### config.mk
export PLATFORM = sky130hd
export DESIGN_NAME = multicycle_control
export DESIGN_NICKNAME = d
export VERILOG_FILES = /design/src/rtl/multicycle_control.sv
export SDC_FILE = /design/constraint.sdc
export NUM_CORES = 1
export LEC_CHECK = 0
export ABC_AREA = 1
export BUFFER_PORTS_ARGS = -buffer_cell sky130_fd_sc_hd__buf_2
export CAP_MARGIN = 0
export CORE_ASPECT_RATIO = 0.7
export CORE_MARGIN = 2
export CORE_UTILIZATION = 50
export CTS_CLUSTER_SIZE = 28
export DETAILED_ROUTE_END_ITERATION = 16
export PLACE_DENSITY = 0.83
export SYNTH_ARGS = -nofsm -noshare
export SYNTH_HDL_FRONTEND = slang
export SYNTH_SLANG_ARGS = --single-unit
### constraint.sdc
create_clock -name clk -period 4.7 [get_ports clk]
set_input_delay 0.235 -clock clk [delete_from_list [all_inputs] [get_ports clk]]
set_output_delay 0.235 -clock clk [all_outputs]
set_load 0.02 [all_outputs]
### src/rtl/multicycle_control.sv
// Multicycle datapath sequencer: fetch/decode/execute/memory/writeback FSM
// with a retired-instruction counter plus halt and illegal-opcode status.
module multicycle_control #(
  parameter int OP_SIZE     = 6,
  parameter int ALUOP_SIZE  = 4,
  parameter int COUNT_WIDTH = 32
) (
  input  logic                   clk,
  input  logic                   rst_n,
  input  logic [OP_SIZE-1:0]     opcode,
  input  logic                   memReady,
  output logic                   pcWrite,
  output logic                   pcWriteCond,
  output logic                   branchNe,
  output logic                   memGetData,
  output logic                   memRead,
  output logic                   memWrite,
  output logic                   irWrite,
  output logic                   regWrite,
  output logic [1:0]             regWriteDataSel,
  output logic                   aluSrcA,
  output logic [1:0]             aluSrcB,
  output logic [ALUOP_SIZE-1:0]  aluOP,
  output logic [1:0]             pcSrc,
  output logic                   halted,
  output logic                   illegalOp,
  output logic [3:0]             state,
  output logic [COUNT_WIDTH-1:0] instret
);

  typedef enum logic [3:0] {
    S_FETCH     = 4'd0,
    S_DECODE    = 4'd1,
    S_MEM_ADDR  = 4'd2,
    S_MEM_READ  = 4'd3,
    S_MEM_WB    = 4'd4,
    S_MEM_WRITE = 4'd5,
    S_EXECUTE   = 4'd6,
    S_ALU_WB    = 4'd7,
    S_BRANCH    = 4'd8,
    S_JUMP      = 4'd9,
    S_LOAD_IMM  = 4'd10,
    S_HALT      = 4'd11
  } state_t;

  localparam logic [OP_SIZE-1:0] OP_LOAD  = OP_SIZE'(32'h20);
  localparam logic [OP_SIZE-1:0] OP_STORE = OP_SIZE'(32'h21);
  localparam logic [OP_SIZE-1:0] OP_BEQ   = OP_SIZE'(32'h22);
  localparam logic [OP_SIZE-1:0] OP_BNE   = OP_SIZE'(32'h23);
  localparam logic [OP_SIZE-1:0] OP_JUMP  = OP_SIZE'(32'h24);
  localparam logic [OP_SIZE-1:0] OP_LI    = OP_SIZE'(32'h25);
  localparam logic [OP_SIZE-1:0] OP_HALT  = OP_SIZE'(32'h3F);

  localparam logic [ALUOP_SIZE-1:0] ALU_ADD = '0;
  localparam logic [ALUOP_SIZE-1:0] ALU_SUB = ALUOP_SIZE'(1);

  state_t                 state_reg, state_next;
  logic [COUNT_WIDTH-1:0] instret_reg;
  logic                   retire;
  logic                   is_rtype, is_imm;

  assign is_rtype = (opcode < OP_SIZE'(32'd16));
  assign is_imm   = (opcode >= OP_SIZE'(32'd16)) && (opcode < OP_SIZE'(32'd32));

  always_ff @(posedge clk) begin
    if (!rst_n) begin
      state_reg   <= S_FETCH;
      instret_reg <= '0;
    end else begin
      state_reg <= state_next;
      if (retire)
        instret_reg <= instret_reg + 1'b1;
    end
  end

  always_comb begin
    state_next      = state_reg;
    retire          = 1'b0;
    pcWrite         = 1'b0;
    pcWriteCond     = 1'b0;
    branchNe        = 1'b0;
    memGetData      = 1'b0;
    memRead         = 1'b0;
    memWrite        = 1'b0;
    irWrite         = 1'b0;
    regWrite        = 1'b0;
    regWriteDataSel = 2'b00;
    aluSrcA         = 1'b0;
    aluSrcB         = 2'b00;
    aluOP           = ALU_ADD;
    pcSrc           = 2'b00;
    halted          = 1'b0;
    illegalOp       = 1'b0;

    case (state_reg)
      S_FETCH: begin
        memRead = 1'b1;
        aluSrcB = 2'b01;
        irWrite = memReady;
        pcWrite = memReady;
        if (memReady)
          state_next = S_DECODE;
      end
      S_DECODE: begin
        // Branch target is computed speculatively into ALUOut here.
        aluSrcB = 2'b10;
        if (is_rtype || is_imm)
          state_next = S_EXECUTE;
        else if (opcode == OP_LOAD || opcode == OP_STORE)
          state_next = S_MEM_ADDR;
        else if (opcode == OP_BEQ || opcode == OP_BNE)
          state_next = S_BRANCH;
        else if (opcode == OP_JUMP)
          state_next = S_JUMP;
        else if (opcode == OP_LI)
          state_next = S_LOAD_IMM;
        else if (opcode == OP_HALT)
          state_next = S_HALT;
        else begin
          illegalOp  = 1'b1;
          state_next = S_FETCH;
        end
      end
      S_MEM_ADDR: begin
        aluSrcA = 1'b1;
        aluSrcB = 2'b10;
        if (opcode == OP_LOAD)
          state_next = S_MEM_READ;
        else if (opcode == OP_STORE)
          state_next = S_MEM_WRITE;
        else
          state_next = S_FETCH;
      end
      S_MEM_READ: begin
        memGetData = 1'b1;
        memRead    = 1'b1;
        if (memReady)
          state_next = S_MEM_WB;
      end
      S_MEM_WB: begin
        regWrite        = 1'b1;
        regWriteDataSel = 2'b01;
        state_next      = S_FETCH;
        retire          = 1'b1;
      end
      S_MEM_WRITE: begin
        memGetData = 1'b1;
        memWrite   = 1'b1;
        if (memReady) begin
          state_next = S_FETCH;
          retire     = 1'b1;
        end
      end
      S_EXECUTE: begin
        aluSrcA    = 1'b1;
        aluSrcB    = is_rtype ? 2'b00 : 2'b10;
        aluOP      = ALUOP_SIZE'(opcode[3:0]);
        state_next = S_ALU_WB;
      end
      S_ALU_WB: begin
        regWrite   = 1'b1;
        state_next = S_FETCH;
        retire     = 1'b1;
      end
      S_BRANCH: begin
        aluSrcA     = 1'b1;
        aluOP       = ALU_SUB;
        pcWriteCond = 1'b1;
        pcSrc       = 2'b01;
        branchNe    = (opcode == OP_BNE);
        state_next  = S_FETCH;
        retire      = 1'b1;
      end
      S_JUMP: begin
        pcWrite    = 1'b1;
        pcSrc      = 2'b10;
        state_next = S_FETCH;
        retire     = 1'b1;
      end
      S_LOAD_IMM: begin
        regWrite        = 1'b1;
        regWriteDataSel = 2'b10;
        state_next      = S_FETCH;
        retire          = 1'b1;
      end
      S_HALT: begin
        halted = 1'b1;
      end
      default: state_next = S_FETCH;
    endcase

    // Held reset silences every strobe so an in-flight access cannot complete.
    if (!rst_n) begin
      pcWrite         = 1'b0;
      pcWriteCond     = 1'b0;
      branchNe        = 1'b0;
      memGetData      = 1'b0;
      memRead         = 1'b0;
      memWrite        = 1'b0;
      irWrite         = 1'b0;
      regWrite        = 1'b0;
      regWriteDataSel = 2'b00;
      aluSrcA         = 1'b0;
      aluSrcB         = 2'b00;
      aluOP           = '0;
      pcSrc           = 2'b00;
      halted          = 1'b0;
      illegalOp       = 1'b0;
    end
  end

  assign state   = rst_n ? state_reg : 4'd0;
  assign instret = rst_n ? instret_reg : '0;

endmodule
* Word level (Yosys, flattened, before mapping) *
Cells that the tools add are included.

storage, ports and cells
  bits in registers = 36
  word-level logic and storage cells = 93

cells by class
  order comparisons = 3
  reduce and logical (&&, ||, !) cells = 12
  eq/ne operators = 21
  muxes and demuxes = 53
  add/subtract/negate cells = 1
  bitwise logic cells = 1

operators by type and width
  kind                                                                count
  two-way mux 4 bit                                                   11
  equality test 6 bit (second input constant)                         7
  adder 32 x 1 -> 32 bit (second input constant)                      1
  two-way mux 32 bit                                                  1
  two-way mux 1 bit                                                   28
  one-hot mux 4 bit (7 select lines)                                  1
  equality test 4 x 3 -> 1 bit (second input constant)                4
  equality test 4 bit (second input constant)                         4
  equality test 4 x 2 -> 1 bit (second input constant)                2
  two-way mux 2 bit                                                   4
  one-hot mux 2 bit (2 select lines)                                  2
  one-hot mux 4 bit (2 select lines)                                  1
  greater-or-equal comparator 6 x 5 -> 1 bit (second input constant)  1
  less-than comparator 6 x 5 -> 1 bit (second input constant)         1
  less-than comparator 6 bit (second input constant)                  1
  two-way mux 3 bit                                                   2
  inequality test 2 bit (second input constant)                       3
  one-hot mux 2 bit (3 select lines)                                  1
  OR reduction 2 bit                                                  3
  OR reduction 3 bit                                                  2
  OR reduction 5 bit                                                  1
  equality test 4 x 1 -> 1 bit (second input constant)                1
  logical NOT 4 bit                                                   1
  one-hot mux 1 bit (2 select lines)                                  2
  4 further kinds                                                     6

* Depth between registers and ports, before layout *
  word-level depth = 9
  gate-level depth with buffers = 11
  mapped depth without buffers = 11

* Least setup slack after synthesis *
OpenSTA, ideal clock, no wires.

  kind = flip-flop to output port
  from = reg state_reg[3]
  to = out branchNe
  cell stages (with the launch flop) = 7
  slack = 2,736 ps
  path buffers = 1
  required time = 4,465 ps
  arrival = 1,729 ps
  path through = dfxtp_1 nand2_1 or2_1 clkbuf_1 nor2_1 inv_1 nor3_1

on the way
  longest elaborated chain between the ends = 3

ends and longest elaborated chain
  what                    RTL line  RTL
  start, declared         57        state_t state_reg, state_next;
  start signal, assigned  70        state_reg <= state_next;
  equality test 4 bit     95        case (state_reg)
  two-way mux 1 bit       95
  two-way mux 1 bit       193       if (!rst_n) begin
  end, declared           14        output logic branchNe,

No other way between the ends.

* Worst setup path in the final report *
  from = reg state_reg[0]
  to = reg instret_reg[1]

on the way
  longest elaborated chain between the ends = 3
  elaborated cells between the ends (all ways) = 8
  those cells by class = 6 x eq/ne; 1 x mux; 1 x reduce/logical

ends and longest elaborated chain
  what                                                                 RTL line  RTL
  equality test 4 bit or equality test 4 x 3 -> 1 bit (tied branches)  95
  OR reduction 5 bit (no line)                                         --
  one-hot mux 1 bit (2 select lines) (*)                               95
  end signal, assigned                                                 72        instret_reg <= instret_reg + 1'b1;
  end, declared                                                        58        logic [COUNT_WIDTH-1:0] instret_reg;

Mark *: on every way between the ends. The rest lies on a longest branch, timed or not.
A chain may end at the register's enable or synchronous reset.

==> flow_metrics.env <==
export IMPL_p_leak_uw=0.00167
export IMPL_layout_drive_gt1_share_pct=14.5
export IMPL_clock_sinks=36
export IMPL_finalCriticalPeriod_ps=2370
export IMPL_syn_inst=514
export IMPL_async_flop_share_pct=0
export IMPL_clk_path_buf_depth=2
export IMPL_start_util_pct=52.1
export IMPL_ys_seq_area_share_pct=26.3
export IMPL_gp_congestion=0.960
export IMPL_synth_edf_count=0
export IMPL_ys_types=26
export IMPL_worstPathArrival_ps=2590
export IMPL_ios=66
export IMPL_maxCapViolCount=0
export IMPL_via_per_inst=4.92
export IMPL_ctsHoldBuffers=0
export IMPL_cts_root_buf="clkbuf_8"
export IMPL_grt_pass1_wl_mm=11.8
export IMPL_rr_worst_depth=8
export IMPL_holdCritPathClass="in2reg"
export IMPL_clkTransAtPathRegs_ps=70
export IMPL_rsz0062_at_grt="no"
export IMPL_hold_path_depth=4
export IMPL_grt_max_degree=52
export IMPL_rows=22
export IMPL_period_share_pct=50.4
export IMPL_syn_num_nets=524
export IMPL_ys_warn_count=0
export IMPL_drt_iter0_markers=200
export IMPL_firstDrtPassIters=6
export IMPL_dp_cells=636
export IMPL_grt_ovfl_total=0
export IMPL_first_global_vias=2724
export IMPL_core_area_sq_um=5260
export IMPL_drc_errors=0
export IMPL_die_width_microns=92.5
export IMPL_finalMaxSlewViolations=0
export IMPL_cts_setup_buffers=0
export IMPL_synth_top_flop_cell="dfxtp_1"
export IMPL_ys_ff_latch=36
export IMPL_fin_skew_ps=3.02
export IMPL_avgSynthCellArea_sq_um=5.33
export IMPL_synthTopCellsByArea="nand2_1 (27%), dfxtp_1 (26%), inv_1 (11%)"
export IMPL_yosysMostFrequentCell="nand2_1"
export IMPL_r2r_start="state_reg[0]$_SDFFE_PN0P_"
export IMPL_critPathLaunchType="flop"
export IMPL_p_per_area_nw_per_um2=249
export IMPL_grt_use_total_pct=24.2
export IMPL_cts_made_buffers=5
export IMPL_wl_mm=7.02
export IMPL_worst_ep_required_time_ps=4920
export IMPL_cp_max_fo=40
export IMPL_die_area_sq_um=6100
export IMPL_crit_type="reg2reg"
export IMPL_detailed_place_hpwl_mm=5.34
export IMPL_synth_area_sq_um=2740
export IMPL_synth_top_cell_area_share_pct=26.6
export IMPL_postRouteAntennaNets=0
export IMPL_routedWlPerCell_microns=10.9
export IMPL_final_nets=581
export IMPL_worstMarginPinSlew_ps=837
export IMPL_die_h_microns=65.9
export IMPL_htree_levels=2
export IMPL_hp_start="memReady"
export IMPL_peakVddDrop_uv=146
export IMPL_antennaDiodeCount=0
export IMPL_cts_tree="yes"
export IMPL_yosys_area_top_type="nand2_1"
export IMPL_insertion_delay_ps=300
export IMPL_fin_tns_setup_ps=0
export IMPL_largest_reg_flops=32
export IMPL_crit_path_end_kind="flop"
export IMPL_hold_viol=0
export IMPL_r2r_setup_slack_ps=2330
export IMPL_synth_common_cells="nand2_1 (194), inv_1 (83), nor2_1 (83)"
export IMPL_syn2layout_area_growth_pct=15.9
export IMPL_holdPathEnd="state_reg[2]$_SDFFE_PN0P_"
export IMPL_vias=3163
export IMPL_antenna_found_initial=0
export IMPL_status="completed"
export IMPL_port_buffers=65
export IMPL_cts_resized=0
export IMPL_instances_no_fill=643
export IMPL_setup_viol=0
export IMPL_r2r_end="instret_reg[1]$_SDFFE_PN0P_"
export IMPL_max_slew_margin_pct=44.2
export IMPL_fmax_ghz=0.422
-- worst max path at each step --
stage	from	endpoint	slack [ps]	depth (start not counted)
detailed placement	state_reg[0]$_SDFFE_PN0P_	instret_reg[1]$_SDFFE_PN0P_	2400	8
finish	state_reg[0]$_SDFFE_PN0P_	instret_reg[1]$_SDFFE_PN0P_	2330	8
CTS	state_reg[0]$_SDFFE_PN0P_	instret_reg[1]$_SDFFE_PN0P_	2380	8
global route	state_reg[3]$_SDFFE_PN0P_	instret_reg[25]$_SDFFE_PN0P_	2110	8
floorplan	state_reg[3]$_SDFFE_PN0P_	branchNe	2740	6
global placement	state_reg[0]$_SDFFE_PN0P_	instret_reg[25]$_SDFFE_PN0P_	2510	8
-- cells by family after synthesis --
group	count (synthesis)	synth area share, %
simple gates	331	49.6
buf+inv	100	14.4
compound gates	42	7.95
flops	36	26.3
xor+xnor	4	1.28
fa+ha+maj	1	0.457
-- critical path, cell delays in order (launching register included) --
cell and delay [ps]:
dfxtp_1 430, inv_1 80, nand2_2 120, nand2_1 90, nand2_1 110, nand3_2 590, inv_1 600, nand2_1 120
a21oi_1 150
-- area by class of cell --
class	count	area, sq um
Multi-Input combinational cell	378	1620
Tap cell	72	90.1
Fill cell	560	2080
Clock buffer	7	96.3
Timing Repair Buffer	65	325
Inverter	85	319
Sequential cell	36	721
-- placed cells by master (no fill, tap or decap), types with 4 or more instances in the layout --
cell      Yosys  final
nand4_1      11     11
nor3_1       11     11
a21oi_1      29     29
dfxtp_1      36     36
nor2_2        4      4
nor2_1       83     83
nand2_1     194    194
buf_2         4     65
xor2_1        4      4
inv_1        83     83
o21ai_0       9      9
nand3_1      22     22
clkbuf_8      0      7
-- metrics by stage --
step	cell area [sq um]	hold slack, ps	total power [uW]	utilization (%)	setup WS [ps]
finish	3170	304	791	60.4	2330
CTS	3170	291	791	60.4	2380
global route	3170	336	831	60.4	2110
detailed placement	3080	478	550	58.5	2400
floorplan	2740	426	499	-	2740
global placement	3080	468	546	58.5	2510
-- power breakdown --
| part | switching, uW | leakage [uW] | internal [uW] |
|---|---|---|---|
| Sequential | 13.9 | 0.000290 | 315 |
| Combinational | 161 | 0.00133 | 57.4 |
| Clock | 113 | 0.0000503 | 131 |
| Total | 288 | 0.00167 | 503 |
-- metal layers --
metal | track usage [%] | routed length [microns]
met5 | 0 | 0
met4 | 9.33 | 104
met3 | 4.56 | 516
met2 | 37.7 | 2880
met1 | 33.1 | 3520
(Power assumes the default switching activity.)
